$ cat config.mk
export PLATFORM = sky130hd
export DESIGN_NAME = dma_rx_tag_order_flat
export DESIGN_NICKNAME = d
export VERILOG_FILES = /design/src/rtl/dma_rx_tag_order_pkg.sv /design/src/rtl/dma_rx_tag_order_if.sv /design/src/rtl/dma_rx_tag_order_fifo.sv /design/src/rtl/dma_rx_tag_order.sv /design/src/flat_wrapper.sv
export SDC_FILE = /design/constraint.sdc
export NUM_CORES = 1
export LEC_CHECK = 0
export CORE_MARGIN = 3
export CORE_UTILIZATION = 40
export CTS_CLUSTER_SIZE = 10
export DETAILED_ROUTE_END_ITERATION = 10
export DONT_BUFFER_PORTS = 1
export GPL_ROUTABILITY_DRIVEN = 0
export SETUP_SLACK_MARGIN = 0.5
export SKIP_CTS_REPAIR_TIMING = 1
export SYNTH_ARGS = -nofsm -noshare
export SYNTH_HDL_FRONTEND = slang
export SYNTH_HIERARCHICAL = 1
export SYNTH_SLANG_ARGS = --single-unit
$ cat constraint.sdc
create_clock -name clk -period 8.3 [get_ports clk]
set_input_delay 1.245 -clock clk [delete_from_list [all_inputs] [get_ports clk]]
set_output_delay 1.245 -clock clk [all_outputs]
set_load 0.005 [all_outputs]
$ cat src/rtl/dma_rx_tag_order_pkg.sv
// Shared constants and types for the DMA RX tag-order stage.
package dma_rx_pkg;

    localparam int NUM_TAGS = 32;
    localparam int TAG_W    = 5;
    localparam int LEN_W    = 11;
    localparam int ENTRY_W  = TAG_W + LEN_W + 1;

    // One order-queue entry, kept in issue order.
    typedef struct packed {
        logic [TAG_W-1:0] tag;
        logic [LEN_W-1:0] len;
        logic             last;
    } order_entry_t;

    typedef enum logic [1:0] {
        IDLE      = 2'd0,
        REQ       = 2'd1,
        WAIT_DONE = 2'd2,
        FREE      = 2'd3
    } rx_state_e;

endpackage

$ cat src/rtl/dma_rx_tag_order_if.sv
// Handshake bundle between requester, completion writer, data process
// stage, tag allocator and the tag-order block.
interface dma_rx_tag_order_if;
    import dma_rx_pkg::*;

    logic             alloc_valid;
    logic             alloc_ready;
    logic [TAG_W-1:0] alloc_tag;
    logic [LEN_W-1:0] alloc_len;
    logic             alloc_last;
    logic             cpl_done_valid;
    logic [TAG_W-1:0] cpl_done_tag;
    logic             tag_rx_req;
    logic             tag_rx_ack;
    logic             tag_rx_last;
    logic [TAG_W-1:0] tag_rx_number;
    logic [LEN_W-1:0] tag_rx_length;
    logic             tag_rx_done;
    logic             tag_free_valid;
    logic [TAG_W-1:0] tag_free_tag;
    logic [TAG_W:0]   outstanding;
    logic             err_unexp_cpl;
    logic             cpl_timeout;

    // Surrounding logic (requester, completion writer, data process, allocator)
    modport master (
        output alloc_valid, alloc_tag, alloc_len, alloc_last,
        output cpl_done_valid, cpl_done_tag,
        output tag_rx_ack, tag_rx_done,
        input  alloc_ready, tag_rx_req, tag_rx_last, tag_rx_number, tag_rx_length,
        input  tag_free_valid, tag_free_tag, outstanding, err_unexp_cpl, cpl_timeout
    );

    // Tag-order block
    modport slave (
        input  alloc_valid, alloc_tag, alloc_len, alloc_last,
        input  cpl_done_valid, cpl_done_tag,
        input  tag_rx_ack, tag_rx_done,
        output alloc_ready, tag_rx_req, tag_rx_last, tag_rx_number, tag_rx_length,
        output tag_free_valid, tag_free_tag, outstanding, err_unexp_cpl, cpl_timeout
    );

endinterface

$ cat src/rtl/dma_rx_tag_order_fifo.sv
// Show-ahead synchronous FIFO holding order entries; storage has no reset
// so it maps onto distributed RAM.
module dma_tag_fifo
    import dma_rx_pkg::*;
#(
    parameter int DEPTH = NUM_TAGS,
    parameter int WIDTH = ENTRY_W,
    localparam int AW   = $clog2(DEPTH)
) (
    input  logic             clk,
    input  logic             rst,
    input  logic             push_i,
    input  logic [WIDTH-1:0] push_data_i,
    input  logic             pop_i,
    output logic             full_o,
    output logic             empty_o,
    output logic [AW:0]      count_o,
    output logic [WIDTH-1:0] head_o
);

    logic [WIDTH-1:0] mem_q [DEPTH];
    logic [AW-1:0]    wr_ptr_q, rd_ptr_q;
    logic [AW:0]      count_q, count_d;
    logic             do_push, do_pop;

    assign full_o  = (count_q == (AW+1)'(DEPTH));
    assign empty_o = (count_q == '0);
    assign count_o = count_q;
    assign head_o  = mem_q[rd_ptr_q];

    assign do_push = push_i && !full_o;
    assign do_pop  = pop_i && !empty_o;

    // Occupancy: simultaneous push and pop leave the count unchanged
    always_comb begin
        count_d = count_q;
        case ({do_push, do_pop})
            2'b10:   count_d = count_q + 1'b1;
            2'b01:   count_d = count_q - 1'b1;
            default: count_d = count_q;
        endcase
    end

    // Storage write, no reset
    always_ff @(posedge clk) begin
        if (do_push) mem_q[wr_ptr_q] <= push_data_i;
    end

    // Pointers and count; depth is a power of two so pointers wrap naturally
    always_ff @(posedge clk or posedge rst) begin
        if (rst) begin
            wr_ptr_q <= '0;
            rd_ptr_q <= '0;
            count_q  <= '0;
        end else begin
            if (do_push) wr_ptr_q <= wr_ptr_q + 1'b1;
            if (do_pop)  rd_ptr_q <= rd_ptr_q + 1'b1;
            count_q <= count_d;
        end
    end

endmodule

$ cat src/rtl/dma_rx_tag_order.sv
// Presents completed read tags to the RX data process stage strictly in
// issue order, then returns each tag to the allocator once drained.
module dma_rx_tag_order
    import dma_rx_pkg::*;
#(
    parameter int TIMEOUT_CYC = 65535,
    localparam int CNT_W      = $clog2(TIMEOUT_CYC + 1)
) (
    input  logic                clk,
    input  logic                rst,
    dma_rx_tag_order_if.slave   bus
);

    order_entry_t        head, push_entry;
    logic [ENTRY_W-1:0]  head_raw;
    logic                full, empty, push, pop;
    logic [TAG_W:0]      count;

    logic [NUM_TAGS-1:0] pend_q, pend_d, done_q, done_d;
    logic                cpl_ok, err_q;

    rx_state_e           state_q, state_d;
    logic                req_q, req_d, last_q, last_d;
    logic [TAG_W-1:0]    num_q, num_d;
    logic [LEN_W-1:0]    len_q, len_d;

    logic [CNT_W-1:0]    tmo_cnt_q;
    logic                tmo_run, tmo_pulse_q;

    assign push       = bus.alloc_valid && !full;
    assign pop        = (state_q == FREE);
    assign push_entry = '{tag: bus.alloc_tag, len: bus.alloc_len, last: bus.alloc_last};
    assign head       = order_entry_t'(head_raw);

    dma_tag_fifo u_fifo (
        .clk         (clk),
        .rst         (rst),
        .push_i      (push),
        .push_data_i (push_entry),
        .pop_i       (pop),
        .full_o      (full),
        .empty_o     (empty),
        .count_o     (count),
        .head_o      (head_raw)
    );

    // A completion is only legal for an outstanding tag not yet marked done;
    // a completion for the head during its FREE cycle fails this test too.
    assign cpl_ok = bus.cpl_done_valid && pend_q[bus.cpl_done_tag] && !done_q[bus.cpl_done_tag];

    // Bitmap next state: completion set, then free clears, then allocation sets
    always_comb begin
        pend_d = pend_q;
        done_d = done_q;
        if (cpl_ok) done_d[bus.cpl_done_tag] = 1'b1;
        if (pop) begin
            pend_d[head.tag] = 1'b0;
            done_d[head.tag] = 1'b0;
        end
        if (push) pend_d[bus.alloc_tag] = 1'b1;
    end

    // Bitmaps and sticky unexpected-completion flag
    always_ff @(posedge clk or posedge rst) begin
        if (rst) begin
            pend_q <= '0;
            done_q <= '0;
            err_q  <= 1'b0;
        end else begin
            pend_q <= pend_d;
            done_q <= done_d;
            if (bus.cpl_done_valid && !cpl_ok) err_q <= 1'b1;
        end
    end

    // Drain sequencing; request fields are captured on entry to REQ and
    // held until the next request so they stay valid through WAIT_DONE
    always_comb begin
        state_d = state_q;
        req_d   = req_q;
        num_d   = num_q;
        len_d   = len_q;
        last_d  = last_q;
        case (state_q)
            IDLE: begin
                if (!empty && done_q[head.tag]) begin
                    state_d = REQ;
                    req_d   = 1'b1;
                    num_d   = head.tag;
                    len_d   = head.len;
                    last_d  = head.last;
                end
            end
            REQ: begin
                if (bus.tag_rx_ack) begin
                    state_d = WAIT_DONE;
                    req_d   = 1'b0;
                end
            end
            WAIT_DONE: begin
                if (bus.tag_rx_done) state_d = FREE;
            end
            FREE:    state_d = IDLE;
            default: state_d = IDLE;
        endcase
    end

    // State and request output registers
    always_ff @(posedge clk or posedge rst) begin
        if (rst) begin
            state_q <= IDLE;
            req_q   <= 1'b0;
            num_q   <= '0;
            len_q   <= '0;
            last_q  <= 1'b0;
        end else begin
            state_q <= state_d;
            req_q   <= req_d;
            num_q   <= num_d;
            len_q   <= len_d;
            last_q  <= last_d;
        end
    end

    // The head only changes on a pop, which happens outside IDLE, so
    // dropping out of the run condition also covers the head-change reset.
    assign tmo_run = (state_q == IDLE) && !empty && !done_q[head.tag];

    // Head wait counter; pulses once on reaching the limit, then saturates
    always_ff @(posedge clk or posedge rst) begin
        if (rst) begin
            tmo_cnt_q   <= '0;
            tmo_pulse_q <= 1'b0;
        end else begin
            tmo_pulse_q <= tmo_run && (tmo_cnt_q == CNT_W'(TIMEOUT_CYC - 1));
            if (!tmo_run)
                tmo_cnt_q <= '0;
            else if (tmo_cnt_q != CNT_W'(TIMEOUT_CYC))
                tmo_cnt_q <= tmo_cnt_q + 1'b1;
        end
    end

    assign bus.alloc_ready    = !full;
    assign bus.outstanding    = count;
    assign bus.tag_rx_req     = req_q;
    assign bus.tag_rx_number  = num_q;
    assign bus.tag_rx_length  = len_q;
    assign bus.tag_rx_last    = last_q;
    assign bus.tag_free_valid = pop;
    assign bus.tag_free_tag   = pop ? head.tag : '0;
    assign bus.err_unexp_cpl  = err_q;
    assign bus.cpl_timeout    = tmo_pulse_q;

endmodule

$ cat src/flat_wrapper.sv
// flat-port wrapper written by rule: the top's interface ports become plain ports
module dma_rx_tag_order_flat import dma_rx_pkg::*;
#(
    parameter int TIMEOUT_CYC = 65535,
    localparam int CNT_W      = $clog2(TIMEOUT_CYC + 1)
)
  (clk, rst, bus_alloc_valid, bus_alloc_tag, bus_alloc_len, bus_alloc_last, bus_cpl_done_valid, bus_cpl_done_tag, bus_tag_rx_ack, bus_tag_rx_done, bus_alloc_ready, bus_tag_rx_req, bus_tag_rx_last, bus_tag_rx_number, bus_tag_rx_length, bus_tag_free_valid, bus_tag_free_tag, bus_outstanding, bus_err_unexp_cpl, bus_cpl_timeout);
  dma_rx_tag_order_if bus_i ();
  input  logic clk;
  input  logic rst;
  input wire logic [$bits(bus_i.alloc_valid)-1:0] bus_alloc_valid;
  input wire logic [$bits(bus_i.alloc_tag)-1:0] bus_alloc_tag;
  input wire logic [$bits(bus_i.alloc_len)-1:0] bus_alloc_len;
  input wire logic [$bits(bus_i.alloc_last)-1:0] bus_alloc_last;
  input wire logic [$bits(bus_i.cpl_done_valid)-1:0] bus_cpl_done_valid;
  input wire logic [$bits(bus_i.cpl_done_tag)-1:0] bus_cpl_done_tag;
  input wire logic [$bits(bus_i.tag_rx_ack)-1:0] bus_tag_rx_ack;
  input wire logic [$bits(bus_i.tag_rx_done)-1:0] bus_tag_rx_done;
  output wire logic [$bits(bus_i.alloc_ready)-1:0] bus_alloc_ready;
  output wire logic [$bits(bus_i.tag_rx_req)-1:0] bus_tag_rx_req;
  output wire logic [$bits(bus_i.tag_rx_last)-1:0] bus_tag_rx_last;
  output wire logic [$bits(bus_i.tag_rx_number)-1:0] bus_tag_rx_number;
  output wire logic [$bits(bus_i.tag_rx_length)-1:0] bus_tag_rx_length;
  output wire logic [$bits(bus_i.tag_free_valid)-1:0] bus_tag_free_valid;
  output wire logic [$bits(bus_i.tag_free_tag)-1:0] bus_tag_free_tag;
  output wire logic [$bits(bus_i.outstanding)-1:0] bus_outstanding;
  output wire logic [$bits(bus_i.err_unexp_cpl)-1:0] bus_err_unexp_cpl;
  output wire logic [$bits(bus_i.cpl_timeout)-1:0] bus_cpl_timeout;
  assign bus_i.alloc_valid = bus_alloc_valid;
  assign bus_i.alloc_tag = bus_alloc_tag;
  assign bus_i.alloc_len = bus_alloc_len;
  assign bus_i.alloc_last = bus_alloc_last;
  assign bus_i.cpl_done_valid = bus_cpl_done_valid;
  assign bus_i.cpl_done_tag = bus_cpl_done_tag;
  assign bus_i.tag_rx_ack = bus_tag_rx_ack;
  assign bus_i.tag_rx_done = bus_tag_rx_done;
  assign bus_alloc_ready = bus_i.alloc_ready;
  assign bus_tag_rx_req = bus_i.tag_rx_req;
  assign bus_tag_rx_last = bus_i.tag_rx_last;
  assign bus_tag_rx_number = bus_i.tag_rx_number;
  assign bus_tag_rx_length = bus_i.tag_rx_length;
  assign bus_tag_free_valid = bus_i.tag_free_valid;
  assign bus_tag_free_tag = bus_i.tag_free_tag;
  assign bus_outstanding = bus_i.outstanding;
  assign bus_err_unexp_cpl = bus_i.err_unexp_cpl;
  assign bus_cpl_timeout = bus_i.cpl_timeout;
  dma_rx_tag_order #(.TIMEOUT_CYC(TIMEOUT_CYC)) u_core (.clk(clk), .rst(rst), .bus(bus_i));
endmodule
# Yosys cells after proc, flatten, opt, wreduce, memory -nomap -nowiden
# Memory sizes are Yosys's and may differ from the RTL's.
# Index checks and enable logic that the tools add are counted.
[totals]
reg_bits = 118
mem_bits_rw = 544
out_inout_bits = 33
wordCells = 96
mem_count = 1
[classes]
addsub = 5
n_lt_le_gt_ge = 6
n_eq_ne = 12
mux = 29
bitwise_logic = 5
n_reduce_logical = 25
[mem_list]
columns = ["name", "words", "width", "rd", "rd_ports_with_merged_regs", "write_ports", "line", "text"]
rows = [
  ["u_core.u_fifo.mem_q", 32, 17, 1, 0, 1, "dma_rx_tag_order_fifo.sv:21", "logic [WIDTH-1:0] mem_q [DEPTH];"],
]
[ops]
columns = ["op", "n"]
rows = [
  ["$mux 32", 4],
  ["$and 32x32->32", 2],
  ["$or 32x32->32", 2],
  ["$mux 16", 2],
  ["$not 32->32", 1],
  ["$lt 5x6->1 const B", 3],
  ["$add 16x1->16 const B", 1],
  ["$eq 16x16->1 const B", 1],
  ["$ne 16x16->1 const B", 1],
  ["$bmux 1 s5", 3],
  ["$demux 1 s5", 3],
  ["$ge 5x1->1 const B", 3],
  ["$logic_and 1x1->1", 13],
  ["$pmux 6 s2", 1],
  ["$add 5x1->5 const B", 2],
  ["$mux 1", 10],
  ["$pmux 2 s4", 1],
  ["$add 6x1->6 const B", 1],
  ["$eq 2x2->1 const B", 3],
  ["$eq 6x6->1 const B", 1],
  ["$logic_not 6->1", 1],
  ["$mux 2", 3],
  ["$ne 2x2->1 const B", 3],
  ["$reduce_and 3->1", 2],
  ["other kinds (9)", 15],
]

# Logic depth before layout (Yosys ltp)
# An unclocked memory read counts as a cell.
[depth]
depth_word = 10
mapped_depth = 18

# Cells and area by module
# Netlist, hierarchy kept.
[modules_own_cells]
columns = ["module", "n_inst", "cells_per_inst", "area_per_inst_um2", "seq_area_each_um2"]
rows = [
  ["dma_tag_fifo", 1, 1029, 21772.1, 16736.1],
  ["dma_rx_tag_order", 1, 573, 5596.6, 2552.4],
]

# Worst setup path after synthesis
# Ideal clock, no wire load.
[synth_timing]
path_kind = "register -> register"
from = "reg u_core.u_fifo.rd_ptr_q[1]"
to = "reg u_core.len_q[0], in the netlist u_core/bus.tag_rx_length[0]"
t_arrival_ns = 3.629
required_ns = 8.175
slack_ns = 4.546
path_stages_with_launch = 15
n_path_buf = 5
period_less_slack_ns = 3.754
path_cell_list = "dfrtp_1 -> buf_2 -> nor2_1 -> clkbuf_1 -> a211oi_1 -> a311oi_1 -> buf_6 -> mux2i_1 -> nor3_1 -> o41ai_2 -> a41oi_2 -> and2_1 -> buf_6 -> buf_12 -> mux2_4"
[synth_rtl]
columns = ["element", "line", "text"]
rows = [
  ["from (decl)", "dma_rx_tag_order_fifo.sv:22", "logic [AW-1:0] wr_ptr_q, rd_ptr_q;"],
  ["from (signal assigned)", "dma_rx_tag_order_fifo.sv:57", "if (do_pop) rd_ptr_q <= rd_ptr_q + 1'b1;"],
  ["to (signal assigned)", "dma_rx_tag_order.sv:120", "len_q <= len_d;"],
  ["to (decl)", "dma_rx_tag_order.sv:25", "logic [LEN_W-1:0] len_q, len_d;"],
]

==> qor.txt <==
Final Setup Violations -> 0
final instance area -> 30600 um^2
HP Start -> u_core/bus.err_unexp_cpl
largest net degree at the start of global routing -> 77
crit path launch type -> flop
hold crit path type -> reg2reg
area of the multi-input gates -> 7610 um^2
Cells on Worst Hold Path -> 1
Comb pwr share -> 30.4%
MaxCap Viol Count -> 0
vias per inst -> 5.79
die height -> 268 um
total power -> 10700 uW
Avg WL per Cell -> 25.9 um
CTS tree -> built
Setup TNS -> 0 ns
endpoint class of the critical path -> flop
commonest non-fill, non-tap cell in the layout -> edfxtp_1
period utilization -> 72.6%
Critical R2R Launch -> u_core/u_fifo/rd_ptr_q[2]
Switching Fraction -> 32.8%
worst reg2reg path depth -> 10
Seq cells post-synth -> 662
core area -> 67500 um^2
sequential power share -> 41.0%
dpl ws -> 2.20 ns
Final Critical Period -> 6.03 ns
most frequent cells in the layout -> edfxtp_1 (544), nand2_1 (136), dfrtp_1 (114)
clock sink count -> 662
Reg2Reg Setup Slack -> 2.27 ns
Crit path buffers/inverters -> 1
# diodes -> 0
Slew HR -> 13.2%
area of placed instances -> 28400 um^2
io pins -> 61
post-route worst setup slack -> 2.27 ns
crit path DAT -> 6.52 ns
CP top delay family -> simple AND/OR/NAND/NOR gates
GR Util All Layers -> 18.6%
Psw -> 3510 uW
Clk pwr share -> 28.6%
DRT Pass-1 Iters -> 6
initial antenna violation count -> 0
Worst-path clk slew -> 0.05 ns
slowest CP cell -> nor2b_4
synthesized cell area -> 27400 um^2
I/O Buffers -> 0
LEAKAGE -> 0.0103 uW
Final nets -> 1676
Gate Count Post-Synth -> 1602
DP HPWL -> 40300 um
DRT antenna net count -> 0
H-tree depth -> 3
Initial Util -> 40.5%
die extent in x -> 268 um
share of layout cells above drive strength 1 -> 19.6%
Area Growth Syn to Fin -> 11.8%
Seq/Total Area, Yosys -> 70.5%
skew final -> 0.0223 ns
outcome -> finished, final reports clean
type of the worst setup path -> reg2reg
Post-synth EDFFs -> 544
WHS Endpoint -> u_core/bus.err_unexp_cpl
Skew-Pair Late Insertion Delay -> 0.62 ns
Worst Path Max Fanout -> 41
worst-case clock buffer depth -> 3
Slew Viols, Final -> 0
via count -> 14761
final wirelength -> 66200 um
flip-flop and latch area -> 19300 um^2
syn_area_per_cell -> 17.1 um^2
DRC viols -> 0
Critical Path, Cell by Cell -> buf_4 > nor2b_4 > a22o_1 > a2111oi_2 > a21oi_1 > nor3b_1 > a2bb2oi_1 > a41oi_2 > and2_1 > mux2_2
first-pass GRT wire length -> 98700 um
Starting DRT DRC Count -> 1405
worst vdd ir -> 0.207 mV
FFs w/ async S/R, synth -> 17.8%
CTS buffer count -> 78
pwr dens -> 350 nW/um^2
R2R Path End -> u_core/bus.tag_rx_number[0]
Worst Path Required -> 8.79 ns
slowest stage delay, CP -> 0.98 ns
CTS root buf -> clkbuf_16
Primary FF master, synth -> edfxtp_1
Fmax achieved -> 166 MHz
Mapped Nets -> 1648
DIE AREA -> 71600 um^2
gr ovfl total -> 0
vias in the first global route -> 15111
filler cell count -> 5782
Unique masters post-synth -> 77
Power Internal -> 7200 uW
actual slew at the worst max-slew pin -> 1.30 ns
Final Hold Vio Count -> 0
RSZ-0062 raised after global routing -> no
Ys Warns -> 6
cell row count -> 95
[metal layers]
layer	up-vias	GRT usage [%]	wire length, um
li1	6419	-	-
met1	7726	25.2	27700
met2	509	30.4	32100
met3	107	4.08	4480
met4	0	5.82	1890
met5	-	0	0
[worst reg2reg max path, stage by stage (launching register included)]
cell and delay (ns):
dfrtp_4 0.69, buf_4 0.44, nor2b_4 1.00, a22o_1 0.30, a2111oi_2 0.08, a21oi_1 0.88
nor3b_1 0.62, a2bb2oi_1 0.20, a41oi_2 0.34, and2_1 0.93, mux2_2 0.43
[area by class of cell]
class                           count  share of cell area, %
Sequential cell                   662                   63.1
Multi-Input combinational cell    830                   24.9
Clock buffer                      117                   6.96
Tap cell                          873                   3.57
Timing Repair Buffer               33                  0.851
Clock inverter                     10                  0.360
Inverter                           25                  0.315
[synthesized netlist by cell type (10+ instances only)]
library cell | number | area share [%]
a2111oi_2 | 15 | 0.82
a22o_1 | 33 | 1.1
clkbuf_1 | 32 | 0.44
nor3_1 | 12 | 0.22
nand2_1 | 136 | 1.9
xnor2_1 | 14 | 0.45
mux2_4 | 11 | 0.60
inv_1 | 24 | 0.33
mux2i_1 | 105 | 3.8
o22ai_1 | 31 | 0.71
dfrtp_1 | 118 | 11
a22oi_1 | 18 | 0.49
a21oi_1 | 36 | 0.66
mux4_2 | 106 | 8.7
nor2_1 | 72 | 0.99
edfxtp_1 | 544 | 60
buf_6 | 13 | 0.53
o21ai_0 | 25 | 0.46
ha_1 | 17 | 0.78
o31ai_1 | 33 | 0.91
buf_2 | 21 | 0.38
nand3_1 | 15 | 0.27
o221ai_1 | 17 | 0.54
xor2_1 | 10 | 0.32
[metrics by stage]
stage / util [%] / hold slack (ns) / std cells
floorplan: - / 0.445 / 1602
global placement: 42.0 / 0.465 / 2423
detailed placement: 42.0 / 0.476 / 2423
CTS: 45.3 / 0.486 / 2550
global route: 45.3 / 0.508 / 2550
finish: 45.3 / 0.484 / 2550
[worst max-delay path by stage]
stage                                  end                      start  depth (start not counted)
5_1_grt        u_core/bus.tag_rx_number[0]  u_core/u_fifo/rd_ptr_q[2]                         10
4_1_cts        u_core/bus.tag_rx_number[0]  u_core/u_fifo/rd_ptr_q[2]                         10
2_1_floorplan       u_core/bus.cpl_timeout                        rst                          1
3_5_place_dp   u_core/bus.tag_rx_number[0]  u_core/u_fifo/rd_ptr_q[2]                         10
6_report       u_core/bus.tag_rx_number[0]  u_core/u_fifo/rd_ptr_q[2]                         10
3_3_place_gp   u_core/bus.tag_rx_number[1]  u_core/u_fifo/rd_ptr_q[2]                         10
[state kept, by name, indices dropped and copies added, names as in the netlist]
name	flops
u_core/bus.tag_rx_req	1
u_core/u_fifo/count_o	6
u_core/bus.err_unexp_cpl	1
u_core/u_fifo/mem_q	544
u_core/bus.tag_rx_length	11
u_core/pend_q	32
u_core/tmo_cnt_q	16
u_core/bus.tag_rx_number	5
u_core/u_fifo/wr_ptr_q	5
u_core/bus.cpl_timeout	1
u_core/bus.tag_rx_last	1
u_core/state_q	2
u_core/u_fifo/rd_ptr_q	5
u_core/done_q	32
[power by group through the flow]
stage | Sequential (uW) | Clock, uW | Combinational, uW
2_1_floorplan | 4200 | 0 | 2640
3_3_place_gp | 4460 | 0 | 3210
3_5_place_dp | 4460 | 0 | 3270
4_1_cts | 4400 | 3130 | 3280
5_1_grt | 4450 | 3270 | 3500
6_report | 4390 | 3060 | 3260
[cells by family (layout without fill, tap and decap cells)]
logic type	after synthesis	in the layout	synth area share (%)
AOI/OAI and AO/OA	243	243	6.76
xor gates and xnor gates	24	24	0.768
adders and majority gates	18	18	0.850
buffers and inverters	110	185	2.19
DFF	662	662	70.5
muxes	234	234	13.7
and+or+nand+nor	311	311	5.30
Note: power is estimated with default switching activity, not from simulation.
